File: config.mk
export PLATFORM = sky130hd
export DESIGN_NAME = prog_loader
export DESIGN_NICKNAME = d
export VERILOG_FILES = /design/src/rtl/prog_loader_pkg.sv /design/src/rtl/uart_rx_byte.sv /design/src/rtl/prog_loader.sv
export SDC_FILE = /design/constraint.sdc
export NUM_CORES = 1
export LEC_CHECK = 0
export ABC_CLOCK_PERIOD_IN_PS = 2100
export CAP_MARGIN = 5
export CORE_MARGIN = 1
export CORE_UTILIZATION = 40
export CTS_BUF_LIST = sky130_fd_sc_hd__clkbuf_8
export CTS_CLUSTER_DIAMETER = 200
export DETAILED_ROUTE_END_ITERATION = 8
export DONT_BUFFER_PORTS = 1
export SLEW_MARGIN = 5
export SYNTH_ARGS = -nofsm -noshare
export SYNTH_HDL_FRONTEND = slang
export SYNTH_SLANG_ARGS = --single-unit
File: constraint.sdc
create_clock -name CLK -period 2.1 [get_ports CLK]
set_input_delay 0.21 -clock CLK [delete_from_list [all_inputs] [get_ports CLK]]
set_output_delay 0.21 -clock CLK [all_outputs]
set_load 0.02 [all_outputs]
File: src/rtl/prog_loader_pkg.sv
// Shared definitions for the serial program loader and the CPU instruction RAM.
package prog_loader_pkg;

  localparam int unsigned RamAddrW = 11;
  localparam logic [7:0] SyncDefault = 8'hA5;

  typedef enum logic [2:0] {
    StIdle,
    StAhi,
    StAlo,
    StCnt,
    StData,
    StCsum
  } load_state_e;

endpackage

File: src/rtl/uart_rx_byte.sv
// 8N1 UART byte receiver: 2-FF synchronizer, mid-bit sampling, glitch and framing checks.
module uart_rx_byte #(
  parameter int unsigned CLKS_PER_BIT = 139
) (
  input  logic       CLK,
  input  logic       RST_N,
  input  logic       RX,
  output logic [7:0] data,
  output logic       byte_valid,
  output logic       frame_err
);

  localparam int unsigned CntW = $clog2(CLKS_PER_BIT);
  localparam logic [CntW-1:0] BitLast  = CntW'(CLKS_PER_BIT - 1);
  localparam logic [CntW-1:0] HalfLast = CntW'(CLKS_PER_BIT / 2 - 1);

  typedef enum logic [1:0] {RxIdle, RxStart, RxData, RxStop} rx_state_e;

  rx_state_e       state_q;
  logic            rx_meta_q, rx_sync_q, rx_prev_q;
  logic [CntW-1:0] cnt_q;
  logic [2:0]      bit_idx_q;

  always_ff @(posedge CLK or negedge RST_N) begin
    if (!RST_N) begin
      rx_meta_q  <= 1'b1;
      rx_sync_q  <= 1'b1;
      rx_prev_q  <= 1'b1;
      state_q    <= RxIdle;
      cnt_q      <= '0;
      bit_idx_q  <= '0;
      data       <= '0;
      byte_valid <= 1'b0;
      frame_err  <= 1'b0;
    end else begin
      rx_meta_q  <= RX;
      rx_sync_q  <= rx_meta_q;
      rx_prev_q  <= rx_sync_q;
      byte_valid <= 1'b0;
      frame_err  <= 1'b0;
      unique case (state_q)
        RxIdle: begin
          // Start only on a falling edge so a line held low after a framing error is not re-read.
          if (rx_prev_q && !rx_sync_q) begin
            state_q <= RxStart;
            cnt_q   <= '0;
          end
        end
        RxStart: begin
          if (cnt_q == HalfLast) begin
            cnt_q     <= '0;
            bit_idx_q <= '0;
            state_q   <= rx_sync_q ? RxIdle : RxData;
          end else begin
            cnt_q <= cnt_q + 1'b1;
          end
        end
        RxData: begin
          if (cnt_q == BitLast) begin
            cnt_q     <= '0;
            data      <= {rx_sync_q, data[7:1]};
            bit_idx_q <= bit_idx_q + 1'b1;
            if (bit_idx_q == 3'd7) state_q <= RxStop;
          end else begin
            cnt_q <= cnt_q + 1'b1;
          end
        end
        RxStop: begin
          if (cnt_q == BitLast) begin
            cnt_q   <= '0;
            state_q <= RxIdle;
            if (rx_sync_q) byte_valid <= 1'b1;
            else           frame_err  <= 1'b1;
          end else begin
            cnt_q <= cnt_q + 1'b1;
          end
        end
        default: state_q <= RxIdle;
      endcase
    end
  end

endmodule

File: src/rtl/prog_loader.sv
// Serial program loader: parses framed UART images and writes 32-bit words into instruction RAM.
module prog_loader
  import prog_loader_pkg::*;
#(
  parameter int unsigned CLKS_PER_BIT = 139,
  parameter int unsigned TIMEOUT      = 160000,
  parameter logic [7:0]  SYNC         = SyncDefault
) (
  input  logic                CLK,
  input  logic                RST_N,
  input  logic                RX,
  output logic [RamAddrW-1:0] WADDR,
  output logic [31:0]         WDATA,
  output logic                WEN,
  output logic                CPU_HOLD,
  output logic                DONE,
  output logic                ERR
);

  localparam int unsigned TmoW = $clog2(TIMEOUT + 1);
  localparam logic [TmoW-1:0] TmoLast = TmoW'(TIMEOUT - 1);

  logic [7:0] rx_data;
  logic       byte_valid;
  logic       frame_err;

  uart_rx_byte #(
    .CLKS_PER_BIT(CLKS_PER_BIT)
  ) u_rx (
    .CLK       (CLK),
    .RST_N     (RST_N),
    .RX        (RX),
    .data      (rx_data),
    .byte_valid(byte_valid),
    .frame_err (frame_err)
  );

  load_state_e     state_q;
  logic [2:0]      addr_hi_q;
  logic [23:0]     word_q;
  logic [1:0]      byte_idx_q;
  logic [8:0]      words_q;
  logic [7:0]      csum_q;
  logic [TmoW-1:0] tmo_q;

  always_ff @(posedge CLK or negedge RST_N) begin
    if (!RST_N) begin
      state_q    <= StIdle;
      addr_hi_q  <= '0;
      word_q     <= '0;
      byte_idx_q <= '0;
      words_q    <= '0;
      csum_q     <= '0;
      tmo_q      <= '0;
      WADDR      <= '0;
      WDATA      <= '0;
      WEN        <= 1'b0;
      CPU_HOLD   <= 1'b0;
      DONE       <= 1'b0;
      ERR        <= 1'b0;
    end else begin
      WEN  <= 1'b0;
      DONE <= 1'b0;
      if (WEN) WADDR <= WADDR + 1'b1;

      // Counter holds cycles elapsed since the last byte, so it reaches TIMEOUT on the abort cycle.
      if (byte_valid)            tmo_q <= TmoW'(1);
      else if (state_q == StIdle) tmo_q <= '0;
      else                       tmo_q <= tmo_q + 1'b1;

      if (byte_valid) begin
        unique case (state_q)
          StIdle: begin
            if (rx_data == SYNC) begin
              state_q    <= StAhi;
              CPU_HOLD   <= 1'b1;
              ERR        <= 1'b0;
              csum_q     <= '0;
              byte_idx_q <= '0;
            end
          end
          StAhi: begin
            addr_hi_q <= rx_data[2:0];
            csum_q    <= csum_q ^ rx_data;
            state_q   <= StAlo;
          end
          StAlo: begin
            WADDR   <= {addr_hi_q, rx_data};
            csum_q  <= csum_q ^ rx_data;
            state_q <= StCnt;
          end
          StCnt: begin
            words_q <= (rx_data == 8'd0) ? 9'd256 : {1'b0, rx_data};
            csum_q  <= csum_q ^ rx_data;
            state_q <= StData;
          end
          StData: begin
            csum_q     <= csum_q ^ rx_data;
            word_q     <= {word_q[15:0], rx_data};
            byte_idx_q <= byte_idx_q + 1'b1;
            if (byte_idx_q == 2'd3) begin
              WDATA   <= {word_q, rx_data};
              WEN     <= 1'b1;
              words_q <= words_q - 1'b1;
              if (words_q == 9'd1) state_q <= StCsum;
            end
          end
          StCsum: begin
            state_q <= StIdle;
            if (rx_data == csum_q) begin
              DONE     <= 1'b1;
              CPU_HOLD <= 1'b0;
            end else begin
              ERR <= 1'b1;
            end
          end
          default: state_q <= StIdle;
        endcase
      end else if (state_q != StIdle && (frame_err || tmo_q == TmoLast)) begin
        ERR     <= 1'b1;
        state_q <= StIdle;
      end
    end
  end

endmodule

## Word-level counts from Yosys, hierarchy flattened

Cells that the tools add are included.

- Flip-flop bits (word level): 140
- Bits in latches: 0
- RAM bits: 0
- Bits in read-only memories: 0
- Bits of input ports: 3
- Output and inout bits: 47
- Memories kept: 0

- $add $sub $neg: 6
- Multiply operators: 0
- Divide/modulo/power cells: 0
- $lt $le $gt $ge: 0
- Equality and inequality tests: 29
- Shift operators: 0
- Mux-type cells: 52
- Bitwise logic cells: 1
- Reduce and logical (&&, ||, !) cells: 28

Operators by type and width:

| cell | number |
|---|---|
| 18-bit 2-to-1 mux | 2 |
| 11-bit 2-to-1 mux | 3 |
| 8-bit 2-to-1 mux | 4 |
| 8-bit one-hot mux with 3 select lines | 1 |
| 3-bit 2-to-1 mux | 7 |
| 18-bit by 1-bit adder with 18-bit output, second input constant | 1 |
| 18-bit == test, second input constant | 1 |
| 1-bit 2-to-1 mux | 18 |
| 9-bit 2-to-1 mux | 2 |
| 9-bit one-hot mux with 2 select lines | 1 |
| 8-bit == test, second input constant | 2 |
| 8-bit one-hot mux with 2 select lines | 1 |
| 3-bit inequality test, second input constant | 5 |
| 3-bit one-hot mux with 5 select lines | 1 |
| 3-bit AND reduction | 5 |
| 2-bit 2-to-1 mux | 7 |
| 2-bit by 1-bit inequality test with 1-bit output, second input constant | 6 |
| 4-bit AND reduction | 3 |
| 2-bit nonzero test | 6 |
| 11-bit by 1-bit adder with 11-bit output, second input constant | 1 |
| 3-bit == test, second input constant | 3 |
| 9-bit by 1-bit == test with 1-bit output, second input constant | 1 |
| 9-bit by 1-bit subtractor with 9-bit output, second input constant | 1 |
| 8-bit by 1-bit adder with 8-bit output, second input constant | 1 |
| 25 further kinds | 33 |

## Logic depth before layout (Yosys ltp)

Gate-level depths: netlist of the first run.

- Depth after elaboration: 5
- Mapped depth: 9
- Gate-level depth less buffers: 7

## Hierarchy

From an unflattened synthesis of the first run, not the netlist that was laid out.

- Cell total of the unflattened synthesis: 573
- Area, all modules: 6,409.9 um^2

By module, submodules not included:

| module | instances | cells each | area each (um^2) | seq. area each (um^2) |
|---|---|---|---|---|
| prog_loader | 1 | 462 | 5,172.5 | 2,852.7 |
| uart_rx_byte | 1 | 111 | 1,237.4 | 654.4 |

## Least setup slack after synthesis of the first run

Ideal clock, no wire load.

- Kind: register to register
- From: register u_rx.data[6]
- To: register state_q[0]
- Setup time: 125 ps
- Data arrival time: 1,815 ps
- Required time: 1,975 ps
- Path slack: 160 ps
- Stages on the path, launching flop included: 7
- Path buffers: 1
- Path through: dfrtp_1 -> clkbuf_1 -> or4_1 -> nor2_1 -> o21ai_0 -> nand3_1 -> mux2_2

- Longest elaborated chain between the ends: 3

RTL lines:

| what | line | source |
|---|---|---|
| start, declared | uart_rx_byte.sv:8 | `output logic [7:0] data,` |
| start signal, assigned | uart_rx_byte.sv:61 | `data <= {rx_sync_q, data[7:1]};` |
| 8-bit == test | prog_loader.sv:74 | `if (rx_data == SYNC) begin` |
| 3-bit inequality test (no line) | - |  |
| 4-bit AND reduction (no line) | - |  |
| end signal, assigned | prog_loader.sv:75 | `state_q <= StAhi;` |
| end signal, assigned | prog_loader.sv:85 | `state_q <= StAlo;` |
| end signal, assigned | prog_loader.sv:90 | `state_q <= StCnt;` |
| end, declared | prog_loader.sv:38 | `load_state_e state_q;` |

Every way passes these cells.
A chain may end at the register's enable or synchronous reset.

## Worst setup path after layout of the first run

- From: register u_rx.cnt_q[0]
- To: register u_rx.data[3]

- Longest elaborated chain between the ends: 2

RTL lines:

| what | line | source |
|---|---|---|
| start, declared | uart_rx_byte.sv:21 | `logic [CntW-1:0] cnt_q;` |
| start signal, assigned | uart_rx_byte.sv:55 | `cnt_q <= cnt_q + 1'b1;` |
| start signal, assigned | uart_rx_byte.sv:65 | `cnt_q <= cnt_q + 1'b1;` |
| start signal, assigned | uart_rx_byte.sv:75 | `cnt_q <= cnt_q + 1'b1;` |
| 8-bit == test | uart_rx_byte.sv:59 | `if (cnt_q == BitLast) begin` |
| 2-bit AND reduction (no line) | - |  |

Every way passes these cells.

==> results of run 1 <==
per-layer routing:
layer	wire [µm]	vias up
li1	-	2005
met1	5840	2113
met2	6110	64
met3	634	9
met4	110	0
met5	0	-
where the power goes:
| group | internal, W | leakage, nW | switching [W] |
|---|---|---|---|
| registers | 0.00274 | 1.94 | 0.0000516 |
| clock network | 0.00119 | 0.210 | 0.00107 |
| logic | 0.000202 | 1.26 | 0.000318 |
how the worst max path moves through the flow:
stage | to | start | cells after the start | slack, ns
global route | u_rx.data[2]$_DFFE_PN0P_ | u_rx.cnt_q[0]$_DFFE_PN0N_ | 6 | 0.06
floorplan | state_q[0]$_DFFE_PN0P_ | u_rx.data[6]$_DFFE_PN0P_ | 6 | 0.16
global placement | u_rx.cnt_q[1]$_DFFE_PN0N_ | u_rx.cnt_q[5]$_DFFE_PN0N_ | 5 | 0.21
CTS | u_rx.data[2]$_DFFE_PN0P_ | u_rx.cnt_q[0]$_DFFE_PN0N_ | 6 | 0.14
detailed placement | u_rx.data[2]$_DFFE_PN0P_ | u_rx.cnt_q[0]$_DFFE_PN0N_ | 6 | 0.18
finish | u_rx.data[3]$_DFFE_PN0P_ | u_rx.cnt_q[0]$_DFFE_PN0N_ | 6 | 0.16
metrics by stage:
stage	cells	util, %	setup slack, ns
4_1_cts	802	45.4	0.143
5_1_grt	802	45.4	0.0570
2_1_floorplan	563	-	0.160
3_5_place_dp	769	42.7	0.176
3_3_place_gp	769	42.7	0.206
6_report	802	45.4	0.159
Yosys cell counts (2+ instances only):
cell	number
dfrtp_1	137
mux2_2	66
o21ai_0	40
nand2_1	39
nor2_1	36
xnor2_1	21
clkbuf_1	19
inv_1	19
nand3_1	17
xor2_1	17
ha_1	14
a21o_1	11
nand4_1	11
nor3b_1	10
and3_1	8
a21oi_1	7
a22o_1	7
nand2b_1	6
nor3_1	6
nor4_1	5
buf_2	4
buf_4	4
o31ai_1	4
a22oi_1	3
a31oi_1	3
and2_1	3
dfstp_2	3
mux2i_1	3
nor2b_1	3
nor4b_1	3
o22ai_1	3
or3_1	3
and4_1	2
mux2_1	2
o211a_1	2
o211ai_1	2
registers in the layout, indices dropped and copies added, names as in the netlist, named ones only:
name / count
CPU_HOLD: 1
DONE: 1
ERR: 1
WADDR: 11
WDATA: 32
WEN: 1
addr_hi_q: 3
byte_idx_q: 2
csum_q: 8
state_q: 3
tmo_q: 18
u_rx.bit_idx_q: 3
u_rx.byte_valid: 1
u_rx.cnt_q: 8
u_rx.data: 8
u_rx.frame_err: 1
u_rx.rx_meta_q: 1
u_rx.rx_prev_q: 1
u_rx.rx_sync_q: 1
u_rx.state_q: 1
word_q: 24
words_q: 9
critical path: stages, from the launching register on:
cell and delay, ns:
dfrtp_1 0.43, inv_1 0.10, ha_1 0.15, nor4b_1 0.25
and4b_1 0.30, nand2_1 0.25, mux2_2 0.35
layout make-up:
cell class | count | area [µm²] | share of cell area, %
clock buffer | 17 | 234 | 3.26
multi-input combinational | 376 | 2760 | 38.5
timing repair buffer | 19 | 158 | 2.19
tap | 216 | 270 | 3.76
sequential | 140 | 3510 | 48.8
inverter | 19 | 71.3 | 0.992
clock inverter | 15 | 184 | 2.56
cell families after synthesis:
kind of cell,share of synthesized area [%]
adder cells (fa/ha/maj),2.71
buffers and inverters,3.21
AO/OA/AOI/OAI,9.43
flip-flops,54.2
XOR/XNOR,5.14
AND/OR/NAND/NOR,13.0
multiplexers,12.3
placed cells by master, fill, tap and decap left out, drive strengths merged, types with 6 or more instances in the layout:
cell type	netlist	final
a21o	11	11
nor3b	11	11
o21ai	41	41
nand2b	6	6
mux2	68	68
ha	14	14
dfrtp	137	137
and3	8	8
buf	9	18
a21oi	7	7
xor2	17	17
nand2	40	40
xnor2	21	21
inv	19	27
nor2	37	37
nand3	17	17
clkbuf	19	17
nand4	12	12
nor3	6	6
a22o	7	7
==> results_dict.tcl, run 1 <==
set metrics [dict create \
    r2r_end "u_rx.data[3]$_DFFE_PN0P_" \
    grt_use_total_pct 16.2 \
    cp_max_fo 9 \
    dr.pass1.iters 4 \
    vias_per_cell 5.23 \
    antenna_left 0 \
    chipWidth_um 129 \
    grt_max_degree 141 \
    finalSetupViolCount 0 \
    synth_area_leaders "dfrtp_1, mux2_2, o21ai_0" \
    n_fill_cell 1461 \
    worst-setup-path-type "register to register" \
    yosysWarnings 0 \
    rsz0062_at_grt "false" \
    grt_pass1_vias 4287 \
    routed_wl_um 12700 \
    synth_top_area_cell "dfrtp_1" \
    max_cap_violations 0 \
    ff2ff_path_depth 6 \
    hold_buffers 1 \
    syn-num-nets 580 \
    fin_crit_ns 1.94 \
    num_vias 4191 \
    cts_buffers 17 \
    post-synth-top-area-fraction_pct 53.0 \
    num_rows 46 \
    worst_pin_slew_ns 0.664 \
    global_route.peak_usage_layer "met2" \
    synth_ff_type "dfrtp_1" \
    start_util_pct 40.9 \
    nNetsFinal 590 \
    max_freq_mhz 515 \
    post-route-period-util_pct 92.4 \
    reg2reg_slack_ns 0.16 \
    cts-root-buf "clkbuf_8" \
    antenna_found_initial 0 \
    grt_pass1_wl_um 21100 \
    gr-usage-met2_pct 25.1 \
    synthArstFlopShare_pct 100 \
    dieHeight_um 129 \
    powerDensity_nw_per_um2 776 \
    ioPinCount 50 \
    synth_cells 563 \
    synth.cell_area_um2 6470 \
    fin_area_um2 7190 \
    hpwl_um 8430 \
    n_antenna_cell 0 \
    outcome "finished, violations left" \
    r2r-start "u_rx.cnt_q[0]$_DFFE_PN0N_" \
    power.leakage_nw 3.41 \
    finalPower_w 0.00558 \
    drcViolationCount 0 \
    io_buffer_count 0 \
    grt_use_met1_pct 21.2 \
    timing.setup.tns_ns 0 \
    placed_cell_area_um2 6760 \
    clk_pin_slew_ns 0.08 \
    routedWlPerCell_um 15.8 \
    clk_latency_ns 0.44 \
    fp.coreArea_um2 15800 \
    cts_buffer_depth 2 \
    areaGrowthSynthToFinish_pct 11.0 \
    synth-seq-cells 140 \
    cts_setup_buffers 0 \
    hold_class "primary input to asynchronous set/reset pin" \
    yosysUniqueCellTypes 56 \
    whs_ns -0.538 \
    crit_arrival_ns 2.27 \
    dieArea_um2 16700 \
    finalHoldViolations 140 \
    cts_tree "done" \
    syn_avg_cell_area_um2 11.5 \
    violations "negative hold slack" \
    post_cts_resized 0 \
    synth_edf_count 0 \
    drt_iter0_markers 257 \
    gp_congestion 0.818 \
    cts_sinks 140 \
    slew_viol_final 0 \
    slew_headroom_pct 55.3 \
    cp-end-kind "register" \
    cp_data_required_time_ns 2.43 \
    start_kind "register" \
    htreeDepth 4 \
    gr-usage-met3_pct 5.49 \
    synth_seq_area_share_pct 54.2 \
    grt_overflow 0 \
    drive_above_1_share_pct 21.7 \
    ir_drop_uv 595 \
    clock_skew_ns 0.0113 \
]
Note: power is estimated with default switching activity, not from simulation.
==> inputs of run 2 (changes only) <==
==> constraint.sdc (replaced) <==
create_clock -name CLK -period 2.1 [get_ports CLK]
set_input_delay 0.315 -clock CLK [delete_from_list [all_inputs] [get_ports CLK]]
set_output_delay 0.315 -clock CLK [all_outputs]
set_load 0.02 [all_outputs]
==> results of run 2 <==
Same layout as run 1 (identical final DEF). Status: finished, violations left: negative hold slack.
Main changes from that run: hold slack -0.538 ns -> -0.433 ns
==> inputs of run 3 (changes only) <==
Settings changed: ABC_CLOCK_PERIOD_IN_PS 2100 to 2260.
Clock period 2.1 ns to 2.26 ns, I/O delays scaled along.
==> run 3 against run 2 <==
Effect of this change:
- global-route usage decreased by 0.14 points
- register-to-register slack better by 0.02 ns
- the flow still finishes with violations (negative hold slack)
- via count shrank 0.21%
- highest routed layer unchanged
- cell count decreased by 0.12%
- fmax down 6.9%
- routed wire length is 1.6% lower
- first-iteration DRC count fell by 5.1%
- count of clock-buffer cells in the layout is the same
- sequential power decreased by 7.2%
==> results_dict.tcl, run 3 (synthesis gave the netlist of run 1 again) <==
set metrics [dict create \
    clk_latency_ns 0.45 \
    dpl.cell_count 768 \
    grt_pass1_vias 4138 \
    drcViolationCount 0 \
    reg.largest.list "WDATA: 32 flops, word_q: 24 flops, tmo_q: 18 flops" \
    dieHeight_um 129 \
    fin_cells 801 \
    max_stage_delay_ns 0.43 \
    crit_slowest_cell "dfrtp_1" \
    dr.pass1.iters 4 \
    num_rows 46 \
    worstPathCellList "inv_1, ha_1, nor4b_1, and4b_1, nand2_1, mux2_2" \
    routedWlPerCell_um 15.6 \
    highest_layer "met4" \
    drt_iter0_markers 244 \
    cts-root-buf "clkbuf_8" \
    htreeDepth 4 \
    gp_congestion 0.797 \
    top_register "WDATA" \
    power.leakage_nw 3.37 \
    start_util_pct 40.9 \
    whs_ns -0.412 \
    finalHoldViolations 140 \
    post-route-util_pct 45.0 \
    crit_path_end "u_rx.data[0]$_DFFE_PN0P_" \
    routed_wl_um 12500 \
    dieArea_um2 16700 \
    cell_internal_pwr_w 0.00353 \
    power_frac_clock_pct 37.5 \
    fp.coreArea_um2 15800 \
    violations "negative hold slack" \
    chipWidth_um 129 \
    rsz0062_at_grt "false" \
    ioPinCount 50 \
    hpwl_um 8220 \
    largest_reg_flops 32 \
    timing.setup.tns_ns 0 \
    reg2reg_slack_ns 0.17 \
    finalSetupViolCount 0 \
    worst-setup-path-type "register to register" \
    fin_crit_ns 2.09 \
    r2r_end "u_rx.data[0]$_DFFE_PN0P_" \
    outcome "finished, violations left" \
    grt_pass1_wl_um 20700 \
    vias_per_cell 5.22 \
    drive_above_1_share_pct 21.7 \
    start_kind "register" \
    nNetsFinal 589 \
    cts_sinks 140 \
    max_freq_mhz 479 \
    route.met2.wl_um 6080 \
    post-route-period-util_pct 92.3 \
    hold_class "primary input to asynchronous set/reset pin" \
    hold_buffers 1 \
    worst_pin_slew_ns 0.652 \
    final_common_cell "dfrtp_1" \
    cts_tree "done" \
    p_switching_w 0.00140 \
    cp_data_required_time_ns 2.59 \
    powerDensity_nw_per_um2 691 \
    seqPwrFrac_pct 52.6 \
    cp_max_fo 9 \
    r2r-start "u_rx.cnt_q[0]$_DFFE_PN0N_" \
    grt_overflow 0 \
    swShare_pct 28.4 \
    n_antenna_cell 0 \
    grt_max_degree 141 \
    slew_viol_final 0 \
    io_buffer_count 0 \
    wl_met1_um 5780 \
    ir_drop_uv 508 \
    antenna_found_initial 0 \
    grt_use_total_pct 16.1 \
    finalPower_w 0.00492 \
    num_vias 4182 \
    antenna_left 0 \
    cts_buffers 17 \
    ff2ff_path_depth 6 \
    cts_buffer_depth 2 \
    areaGrowthSynthToFinish_pct 10.0 \
    clk_pin_slew_ns 0.09 \
    clock_skew_ns 0.0201 \
    final_cell_mix "dfrtp_1, mux2_2, o21ai_0" \
    cp-end-kind "register" \
    slew_headroom_pct 56.1 \
    crit_arrival_ns 2.41 \
    crit_start "u_rx.cnt_q[0]$_DFFE_PN0N_" \
    wl_met3_um 557 \
    max_cap_violations 0 \
    n_fill_cell 1462 \
    p_comb_share_pct 9.9 \
]
-- run 3: power groups by stage --
stage	clock (W)	sequential (W)	combinational, W
3_5_place_dp	0	0.00264	0.000486
3_3_place_gp	0	0.00263	0.000465
6_report	0.00184	0.00259	0.000487
4_1_cts	0.00192	0.00259	0.000490
2_1_floorplan	0	0.00263	0.000427
5_1_grt	0.00203	0.00260	0.000534
-- run 3: worst min-delay path by stage --
stage	end	cells after the start
3_5_place_dp	WADDR[10]$_DFF_PN0_	0
2_1_floorplan	CPU_HOLD$_DFFE_PN0P_	0
6_report	tmo_q[8]$_DFF_PN0_	0
5_1_grt	tmo_q[8]$_DFF_PN0_	0
3_3_place_gp	tmo_q[9]$_DFF_PN0_	0
4_1_cts	WDATA[15]$_DFFE_PN0P_	0
-- run 3: what timing repair did --
action                    in CTS  in global routing
resized for setup              0                  0
setup buffers                  0                  0
hold endpoints to repair     141                140
-- run 3: metrics by stage --
step	setup slack [ns]	area, µm²	hold WS [ns]
CTS	0.184	7120	-0.452
finish	0.174	7120	-0.412
global route	0.0210	7120	-0.462
global placement	0.317	6750	0.0517
detailed placement	0.230	6750	0.0490
floorplan	0.320	6470	0.0434
-- run 3: critical path, delay by kind of cell (launching register included) --
kind	cells	cell delay, ns
flip-flops	1	0.43
multiplexers	1	0.35
buffers and inverters	1	0.10
AND/OR/NAND/NOR	3	0.94
adder cells (fa/ha/maj)	1	0.14
-- run 3: area by class of cell --
type,instances,area (µm²),share of cell area (%)
inverters,19,71.3,1.00
repair buffers,18,150,2.11
clock buffers,17,234,3.28
flip-flops and latches,140,3510,49.2
clock inverters,15,126,1.77
multi-input cells,376,2760,38.8
well taps,216,270,3.79
-- run 3: per-layer routing --
layer	GRT usage (%)	up-vias
met4	5.47	0
met5	0	-
met3	5.24	9
met1	21.4	2114
met2	24.7	69
li1	-	1990
